<file path="src/rtl/osc_pkg.sv">
// Shared types and sizing helpers for the wavetable oscillator.
package osc_pkg;

    typedef enum logic [1:0] {
        StIdle,
        StFetch,
        StCapture,
        StOut
    } osc_state_e;

    // Mix accumulator width that can hold num_voices full-scale samples without overflow.
    function automatic int acc_width(input int num_voices, input int sample_w);
        return sample_w + $clog2(num_voices);
    endfunction

endpackage

</file>
<file path="src/rtl/osc_pulse_det.sv">
// Two-flop synchroniser plus rising-edge detector for one asynchronous button bit.
module osc_pulse_det (
    input  logic clk,
    input  logic rst_n,
    input  logic btn_i,
    output logic rise_o
);

    // [0],[1] synchronise; [2] remembers the previous synchronised level.
    logic [2:0] sync_q;

    always_ff @(posedge clk or negedge rst_n) begin
        if (!rst_n) begin
            sync_q <= '0;
        end else begin
            sync_q <= {sync_q[1:0], btn_i};
        end
    end

    assign rise_o = sync_q[1] & ~sync_q[2];

endmodule

</file>
<file path="src/rtl/wavetable_osc.sv">
// Time-multiplexed wavetable oscillator: one shared LUT port, 2 cycles per voice, mixed output.
// Define SUM_SAT_EN to saturate the voice sum; otherwise the sum is averaged.
module wavetable_osc
    import osc_pkg::*;
#(
    parameter int unsigned NUM_VOICES = 4,
    parameter int unsigned PHASE_W    = 16,
    parameter int unsigned LUT_AW     = 12,
    parameter int unsigned SAMPLE_W   = 8,
    parameter int unsigned MAX_OCT    = 7
) (
    input  logic                             clk,
    input  logic                             rst_n,
    input  logic                             sample_tick,
    input  logic [NUM_VOICES-1:0]            voice_en,
    input  logic [NUM_VOICES*PHASE_W-1:0]    base_step,
    input  logic [NUM_VOICES-1:0]            oct_up,
    input  logic [NUM_VOICES-1:0]            oct_down,
    output logic                             lut_rd,
    output logic [LUT_AW-1:0]                lut_addr,
    input  logic signed [SAMPLE_W-1:0]       lut_data,
    output logic                             agg_valid,
    output logic signed [SAMPLE_W-1:0]       agg_data,
    input  logic                             agg_ack,
    output logic                             busy,
    output logic                             overrun
);

    localparam int ACC_W = acc_width(NUM_VOICES, SAMPLE_W);
    localparam int SH    = ACC_W - SAMPLE_W;
    localparam int VW    = (NUM_VOICES > 1) ? $clog2(NUM_VOICES) : 1;
    localparam int OCT_W = (MAX_OCT > 0) ? $clog2(MAX_OCT + 1) : 1;

    localparam logic [OCT_W-1:0]        OCT_MAX = OCT_W'(MAX_OCT);
    localparam logic signed [ACC_W-1:0] ACC_MAX = {{(SH + 1){1'b0}}, {(SAMPLE_W - 1){1'b1}}};
    localparam logic signed [ACC_W-1:0] ACC_MIN = {{(SH + 1){1'b1}}, {(SAMPLE_W - 1){1'b0}}};

    osc_state_e                 state_q;
    logic [VW-1:0]              voice_q, voice_nxt;
    logic [PHASE_W-1:0]         phase_q [NUM_VOICES];
    logic [OCT_W-1:0]           oct_q   [NUM_VOICES];
    logic signed [ACC_W-1:0]    acc_q;
    logic [PHASE_W-1:0]         step;
    logic signed [SAMPLE_W-1:0] result;
    logic [NUM_VOICES-1:0]      up_rise, dn_rise;
    logic                       lut_rd_q, agg_valid_q, busy_q, overrun_q;
    logic [LUT_AW-1:0]          lut_addr_q;
    logic signed [SAMPLE_W-1:0] agg_data_q;

    for (genvar v = 0; v < NUM_VOICES; v++) begin : g_btn
        osc_pulse_det u_up (
            .clk    (clk),
            .rst_n  (rst_n),
            .btn_i  (oct_up[v]),
            .rise_o (up_rise[v])
        );
        osc_pulse_det u_dn (
            .clk    (clk),
            .rst_n  (rst_n),
            .btn_i  (oct_down[v]),
            .rise_o (dn_rise[v])
        );
    end

    always_ff @(posedge clk or negedge rst_n) begin
        if (!rst_n) begin
            for (int v = 0; v < NUM_VOICES; v++) oct_q[v] <= '0;
        end else begin
            for (int v = 0; v < NUM_VOICES; v++) begin
                if (up_rise[v] && !dn_rise[v]) begin
                    if (oct_q[v] != OCT_MAX) oct_q[v] <= oct_q[v] + 1'b1;
                end else if (dn_rise[v] && !up_rise[v]) begin
                    if (oct_q[v] != '0) oct_q[v] <= oct_q[v] - 1'b1;
                end
            end
        end
    end

    always_comb begin
        voice_nxt = voice_q + 1'b1;
        step      = base_step[voice_q*PHASE_W +: PHASE_W] << oct_q[voice_q];
    end

`ifdef SUM_SAT_EN
    always_comb begin
        if (acc_q > ACC_MAX) begin
            result = ACC_MAX[SAMPLE_W-1:0];
        end else if (acc_q < ACC_MIN) begin
            result = ACC_MIN[SAMPLE_W-1:0];
        end else begin
            result = acc_q[SAMPLE_W-1:0];
        end
    end
`else
    logic signed [ACC_W-1:0] acc_shr;
    always_comb begin
        acc_shr = acc_q >>> SH;
        result  = acc_shr[SAMPLE_W-1:0];
    end
`endif

    always_ff @(posedge clk or negedge rst_n) begin
        if (!rst_n) begin
            state_q     <= StIdle;
            voice_q     <= '0;
            acc_q       <= '0;
            lut_rd_q    <= 1'b0;
            lut_addr_q  <= '0;
            agg_valid_q <= 1'b0;
            agg_data_q  <= '0;
            busy_q      <= 1'b0;
            overrun_q   <= 1'b0;
            for (int v = 0; v < NUM_VOICES; v++) phase_q[v] <= '0;
        end else begin
            overrun_q <= sample_tick && (state_q != StIdle);
            unique case (state_q)
                StIdle: begin
                    if (sample_tick) begin
                        state_q    <= StFetch;
                        busy_q     <= 1'b1;
                        voice_q    <= '0;
                        lut_rd_q   <= voice_en[0];
                        lut_addr_q <= phase_q[0][PHASE_W-1 -: LUT_AW];
                    end
                end
                StFetch: begin
                    state_q  <= StCapture;
                    lut_rd_q <= 1'b0;
                end
                StCapture: begin
                    if (voice_en[voice_q]) begin
                        acc_q            <= acc_q + ACC_W'(lut_data);
                        phase_q[voice_q] <= phase_q[voice_q] + step;
                    end else begin
                        phase_q[voice_q] <= '0;
                    end
                    if (voice_q == VW'(NUM_VOICES - 1)) begin
                        state_q <= StOut;
                    end else begin
                        state_q    <= StFetch;
                        voice_q    <= voice_nxt;
                        lut_rd_q   <= voice_en[voice_nxt];
                        lut_addr_q <= phase_q[voice_nxt][PHASE_W-1 -: LUT_AW];
                    end
                end
                StOut: begin
                    // First OUT cycle registers the mix; handshake only counts once valid is up.
                    if (!agg_valid_q) begin
                        agg_valid_q <= 1'b1;
                        agg_data_q  <= result;
                    end else if (agg_ack) begin
                        agg_valid_q <= 1'b0;
                        state_q     <= StIdle;
                        busy_q      <= 1'b0;
                        acc_q       <= '0;
                    end
                end
                default: begin
                    state_q <= StIdle;
                    busy_q  <= 1'b0;
                end
            endcase
        end
    end

    assign lut_rd    = lut_rd_q;
    assign lut_addr  = lut_addr_q;
    assign agg_valid = agg_valid_q;
    assign agg_data  = agg_data_q;
    assign busy      = busy_q;
    assign overrun   = overrun_q;

endmodule

</file>
<file path="config.mk">
export PLATFORM = sky130hd
export DESIGN_NAME = wavetable_osc
export DESIGN_NICKNAME = d
export VERILOG_FILES = /design/src/rtl/osc_pkg.sv /design/src/rtl/osc_pulse_det.sv /design/src/rtl/wavetable_osc.sv
export SDC_FILE = /design/constraint.sdc
export NUM_CORES = 1
export LEC_CHECK = 0
export CAP_MARGIN = 20
export CORE_MARGIN = 2
export CORE_UTILIZATION = 49
export CTS_CLUSTER_DIAMETER = 40
export CTS_CLUSTER_SIZE = 30
export DETAILED_ROUTE_END_ITERATION = 10
export PLACE_DENSITY = 0.72
export SETUP_SLACK_MARGIN = 0.1
export SLEW_MARGIN = 10
export SYNTH_ARGS = -nofsm -noshare
export SYNTH_HDL_FRONTEND = slang
export SYNTH_SLANG_ARGS = --single-unit
</file>
<file path="constraint.sdc">
create_clock -name clk -period 5.4 [get_ports clk]
set_clock_uncertainty 0.15 [all_clocks]
set_input_delay 1.08 -clock clk [delete_from_list [all_inputs] [get_ports clk]]
set_output_delay 1.08 -clock clk [all_outputs]
set_load 0.02 [all_outputs]
</file>
==> results.sh, run 1 <==
export IMPL_hold_buffers=0
export IMPL_dieArea_sq_mm=0.0178
export IMPL_first_global_vias=6312
export IMPL_fin_nets=1003
export IMPL_synthesis_nets=906
export IMPL_dp_hpwl_microns=13900
export IMPL_gr_usage_met2_pct=37.5
export IMPL_final_common_cell="dfrtp_1"
export IMPL_worstSetupPathType="flop to flop"
export IMPL_maxCapViolCount=0
export IMPL_tns_ns=0
export IMPL_cp_slowest_cell="buf_4"
export IMPL_die_w_microns=134
export IMPL_synth_cell_types=51
export IMPL_hold_violations=0
export IMPL_grt_use_met1_pct=31.6
export IMPL_drt_pass1_iterations=5
export IMPL_endpoint_kind="flop"
export IMPL_grt_max_degree=107
export IMPL_rows=47
export IMPL_r2r_start="voice_q[0]$_DFFE_PN0P_"
export IMPL_ys_warn_count=0
export IMPL_synthFlopType="dfrtp_1"
export IMPL_synth_edf_count=0
export IMPL_min_to="g_btn[1].u_dn.sync_q[1]$_DFF_PN0_"
export IMPL_antenna_found_initial=0
export IMPL_postSynthAreaPerCell_sq_um=10.6
export IMPL_ios=112
export IMPL_maxSlewViolCount=0
export IMPL_synthArstFlopShare_pct=100
export IMPL_holdCritPathClass="flop to flop"
export IMPL_fin_crit_sh_pct=83.9
export IMPL_insertion_delay_ns=0.43
export IMPL_whs_path_depth=0
export IMPL_grt_pass1_wl_microns=32300
export IMPL_r2r_cells=13
export IMPL_start_util_pct=49.8
export IMPL_yosysSeqAreaShare_pct=42.0
export IMPL_place_ws_ns=0.722
export IMPL_grt_usage_pct=23.1
export IMPL_cts_root_buf="clkbuf_16"
export IMPL_tightest_slew_ns=0.980
export IMPL_arrival_ns=4.68
export IMPL_fp_dieH_microns=134
export IMPL_core_area_sq_mm=0.0165
export IMPL_critPathTopFamily="compound AO/OA/AOI/OAI gates"
export IMPL_worstPathCellList="buf_4 -> mux4_2 -> mux2i_1 -> mux2i_1 -> and2_1 -> ha_1 -> o21ai_0 -> o21ai_0 -> o31a_1 -> nand3_1 -> a211oi_1 -> xor2_1 -> o21ai_1"
export IMPL_numPortBuffers=111
export IMPL_fin_ws_ns=0.868
export IMPL_routedWlPerCell_microns=18.1
export IMPL_totalWireLength_microns=20000
export IMPL_cts_sinks=138
export IMPL_gp_congestion=0.919
export IMPL_h_tree_depth=4
export IMPL_viasPerCell=5.89
export IMPL_top_usage_layer="met2"
export IMPL_r2r_slack_ns=0.87
export IMPL_clk_pin_slew_ns=0.06
export IMPL_max_freq_ghz=0.221
export IMPL_min_period_ns=4.53
export IMPL_cts_resized=0
export IMPL_drcViolationCount=0
export IMPL_cpPeakStageDelay_ns=0.63
export IMPL_mappedNetlistArea_sq_mm=0.00823
export IMPL_synth_cells=777
export IMPL_drive_gt1_share_pct=12.7
export IMPL_timing_rr_end="phase_q[31]$_DFFE_PN0P_"
export IMPL_finalSetupViolCount=0
export IMPL_worstPathMaxFanout=52
export IMPL_hp_start="g_btn[1].u_dn.sync_q[0]$_DFF_PN0_"
export IMPL_numCtsBuffers=17
export IMPL_post_cts_setup_buffer_count=0
export IMPL_grt_overflow=0
export IMPL_layout_common_cells="dfrtp_1, clkdlybuf4s50_1, nand2_1"
export IMPL_use_met3_pct=5.25
export IMPL_clock_path_buffers=2
export IMPL_n_antenna_cell=0
export IMPL_tritoncts="built"
export IMPL_critPathRequiredTime_ns=5.55
export IMPL_ant_nets=0
export IMPL_startpoint_type="flop"
export IMPL_crit_buf_inv=1
export IMPL_vias=6518
export IMPL_outcome="finished, final reports clean"
export IMPL_slew_headroom_pct=34.5
export IMPL_ys_ff_latch=138
export IMPL_drt_initial_drc_count=520
export IMPL_rsz0062_at_grt="no"
export IMPL_syn2layout_area_growth_pct=22.7
-- logic make-up after synthesis --
family | Yosys count | share of synthesized area, %
multiplexers | 95 | 18.0
AND/OR/NAND/NOR | 228 | 12.3
buffers and inverters | 57 | 2.99
XOR/XNOR | 17 | 1.81
adder cells (fa/ha/maj) | 41 | 6.78
flip-flops | 138 | 42.0
AO/OA/AOI/OAI | 201 | 16.2
-- layout make-up --
class | count | area, sq um
Inverter | 17 | 63.8
Multi-Input combinational cell | 582 | 4530
Sequential cell | 138 | 3460
Clock inverter | 13 | 165
Clock buffer | 19 | 443
Timing Repair Buffer | 118 | 1160
Fill cell | 1365 | 6420
Tap cell | 220 | 275
-- worst register-to-register path: cells and delay by family, from the launching register on --
family / cells / cell delay [ns]
DFF: 1 / 0.45
adders and majority gates: 1 / 0.31
muxes: 3 / 1.11
xor gates and xnor gates: 1 / 0.34
buffers and inverters: 1 / 0.63
AOI/OAI and AO/OA: 5 / 1.10
and+or+nand+nor: 2 / 0.31
-- state kept, by name, summed over array words and instances, names as in the netlist --
signal             flops
acc_q                 10
state_q                2
lut_rd                 1
phase_q               64
busy                   1
agg_data               8
g_btn.u_dn.sync_q     12
g_btn.u_up.sync_q     12
agg_valid              1
oct_q                 12
lut_addr              12
overrun                1
voice_q                2
-- cell usage after synthesis, types with 3 or more instances --
cell type  instances  area share (%)
a211oi_1           6            0.55
a21boi_0           6            0.55
a21o_1            12             1.1
a21oi_1           19             1.2
a221oi_1          11             1.2
a22o_1            24             2.6
a31oi_1            3            0.23
and2_1             5            0.38
and3_1             5            0.38
buf_1              3            0.14
buf_2             11            0.67
clkbuf_1          23             1.0
dfrtp_1          138              42
fa_1               6             1.5
ha_1              35             5.3
inv_1             17            0.78
mux2_2            35             4.8
mux2i_1           22             2.7
mux4_1             4             1.3
mux4_2            33             9.0
nand2_1           97             4.4
nand2b_1          12            0.91
nand3_1           19             1.2
nor2_1            55             2.5
nor2b_1           16             1.2
nor3_1            10            0.61
nor4_1             4            0.30
o21a_1             3            0.27
o21ai_0           66             4.0
o21ai_1            4            0.24
o22ai_1           12            0.91
o31ai_1           21             1.9
xnor2_1           10             1.1
xor2_1             7            0.74
-- worst max-delay path by stage --
stage	startpoint	to	cells past startpoint
2_1_floorplan	base_step[49]	phase_q[13]$_DFFE_PN0P_	12
3_3_place_gp	base_step[48]	phase_q[29]$_DFFE_PN0P_	12
6_report	voice_q[0]$_DFFE_PN0P_	phase_q[31]$_DFFE_PN0P_	13
5_1_grt	voice_q[0]$_DFFE_PN0P_	phase_q[30]$_DFFE_PN0P_	13
4_1_cts	voice_q[0]$_DFFE_PN0P_	phase_q[31]$_DFFE_PN0P_	13
3_5_place_dp	base_step[48]	phase_q[31]$_DFFE_PN0P_	13
-- per-layer routing --
layer	vias to the layer above	wire length [microns]	share of wire, %
li1	3085	-	-
met1	3180	8940	45
met2	232	9450	47
met3	21	1400	7.0
met4	0	228	1.1
met5	-	0	0
-- through the flow --
step,utilization (%),std cells,cell area (sq um),hold WS [ns]
after global routing,61.1,1107,10100,0.201
after global placement,57.4,1075,9490,0.182
after detailed placement,57.4,1075,9490,0.185
after floorplan,-,777,8230,0.181
after CTS,61.1,1107,10100,0.197
final,61.1,1107,10100,0.196
Power of run 1 is not shown: default switching activity piles up to over one toggle a cycle in this logic, so the estimate is an artifact.
==> run 2, diff against run 1 <==
- PLACE_DENSITY: 0.72 -> 0.75
- clock period: 5.4 -> 3.6 ns (I/O delays scaled with it)
==> run 2 against run 1 <==
Compared with the run above:
- the flow now finishes with violations (setup timing)
- sequential share of layout area decreased by 3.0 points
- register-to-register slack got worse by 0.96 ns
- setup slack worse by 0.96 ns
- global-route usage is 2.0 points higher
- core utilization is 5.9 points higher
- critical path type is now input port to flop
==> results.sh, run 2 (synthesis gave the netlist of run 1 again) <==
export IMPL_outcome="finished with violations"
export IMPL_violations="setup timing"
export IMPL_final_area_sq_mm=0.0111
export IMPL_rsz0062_at_grt="yes"
export IMPL_drcViolationCount=0
export IMPL_ant_nets=0
export IMPL_maxSlewViolCount=0
export IMPL_worstPathCellList="clkdlybuf4s50_1 -> mux4_2 -> mux2i_4 -> mux2i_1 -> and2_1 -> ha_1 -> o21ai_1 -> o21ai_2 -> o31a_1 -> buf_4 -> a31o_4 -> a31oi_4 -> xnor2_4 -> a22o_1"
export IMPL_h_tree_depth=4
export IMPL_core_area_sq_mm=0.0165
export IMPL_syn2layout_area_growth_pct=34.5
export IMPL_critPathTopFamily="compound AO/OA/AOI/OAI gates"
export IMPL_fin_ws_ns=-0.0926
export IMPL_clock_path_buffers=2
export IMPL_routedWlPerCell_microns=18.2
export IMPL_rows=47
export IMPL_numCtsBuffers=17
export IMPL_totalWireLength_microns=21500
export IMPL_layout_common_cells="dfrtp_1, clkdlybuf4s50_1, nand2_1"
export IMPL_crit_buf_inv=2
export IMPL_max_freq_ghz=0.271
export IMPL_maxCapViolCount=0
export IMPL_tns_ns=-0.851
export IMPL_hold_violations=0
export IMPL_final_fill_count=1221
export IMPL_tritoncts="built"
export IMPL_first_global_vias=6951
export IMPL_drt_initial_drc_count=522
export IMPL_grt_max_degree=108
export IMPL_place_ws_ns=-0.582
export IMPL_vias=6986
export IMPL_start_util_pct=49.8
export IMPL_gp_congestion=0.883
export IMPL_numPortBuffers=111
export IMPL_fp_dieH_microns=134
export IMPL_r2r_slack_ns=-0.09
export IMPL_ios=112
export IMPL_largest_register_ff_count=64
export IMPL_worstPathMaxFanout=4
export IMPL_top_register="phase_q"
export IMPL_final_common_cell="dfrtp_1"
export IMPL_worstSetupPathType="input port to flop"
export IMPL_cts_sinks=138
export IMPL_grt_overflow=0
export IMPL_dpl_cell_area_sq_mm=0.0101
export IMPL_dp_hpwl_microns=14800
export IMPL_postLayoutCoreUtil_pct=67.0
export IMPL_startpoint_type="input port"
export IMPL_cp_slowest_cell="mux4_2"
export IMPL_r2r_start="voice_q[0]$_DFFE_PN0P_"
export IMPL_drive_gt1_share_pct=24.5
export IMPL_finalSetupViolCount=20
export IMPL_die_w_microns=134
export IMPL_antenna_found_initial=0
export IMPL_fin_crit_sh_pct=103
export IMPL_dieArea_sq_mm=0.0178
export IMPL_endpoint_kind="flop"
export IMPL_grt_pass1_wl_microns=35200
export IMPL_min_period_ns=3.69
export IMPL_critPathRequiredTime_ns=3.76
export IMPL_clk_pin_slew_ns=0.05
export IMPL_insertion_delay_ns=0.43
export IMPL_grt_usage_pct=25.1
export IMPL_fin_nets=1083
export IMPL_slew_headroom_pct=34.5
export IMPL_crit_start="base_step[48]"
export IMPL_hp_start="g_btn[1].u_up.sync_q[0]$_DFF_PN0_"
export IMPL_drt_pass1_iterations=5
export IMPL_arrival_ns=3.85
export IMPL_holdCritPathClass="flop to flop"
export IMPL_cpPeakStageDelay_ns=0.54
export IMPL_viasPerCell=5.89
export IMPL_cts_root_buf="clkbuf_16"
export IMPL_tightest_slew_ns=0.982
export IMPL_n_antenna_cell=0
run 2: changes by cell type in the layout (fill, tap and decap cells not counted), sizes merged:
cell | previous run | this run
buf | 8 | 88
bufinv | 3 | 4
clkbuf | 19 | 20
clkinv | 2 | 5
clkinvlp | 4 | 2
inv | 21 | 17
run 2: layer usage:
layer / routed length [microns] / vias up / global-route usage [%]
met4: 518 / 0 / 7.98
met3: 1620 / 43 / 6.93
met2: 10200 / 268 / 40.3
met1: 9230 / 3429 / 33.3
met5: 0 / - / 0
li1: - / 3246 / -
run 2: per-stage QoR:
step / hold WS (ns) / cells
3_3_place_gp: 0.182 / 1144
5_1_grt: 0.199 / 1186
6_report: 0.196 / 1186
2_1_floorplan: 0.181 / 777
3_5_place_dp: 0.186 / 1144
4_1_cts: 0.199 / 1185
run 2: worst paths after layout:
path | end | cells past startpoint
hold reg to reg | g_btn[1].u_up.sync_q[1]$_DFF_PN0_ | 0
min in group asynchronous | phase_q[38]$_DFFE_PN0P_ | 1
max in group asynchronous | oct_q[6]$_DFFE_PN0P_ | 2
setup reg to reg | phase_q[30]$_DFFE_PN0P_ | 13
hold / removal | g_btn[1].u_up.sync_q[1]$_DFF_PN0_ | 0
setup / recovery | phase_q[61]$_DFFE_PN0P_ | 14
run 2: layout make-up:
cell class                      count  area [sq um]  area share [%]
Clock inverter                     11           171            1.55
Clock buffer                       20           447            4.04
Inverter                           17          63.8           0.576
Tap cell                          220           275            2.49
Sequential cell                   138          3460            31.2
Multi-Input combinational cell    582          4840            43.7
Timing Repair Buffer              198          1810            16.4
run 2: timing repair:
item,CTS,global route
endpoints found under the setup margin,36,48
gates resized for setup,36,28
setup buffers,10,1
hold buffers,0,0
pin swaps,12,10
Power of run 2 is left out for the same reason.
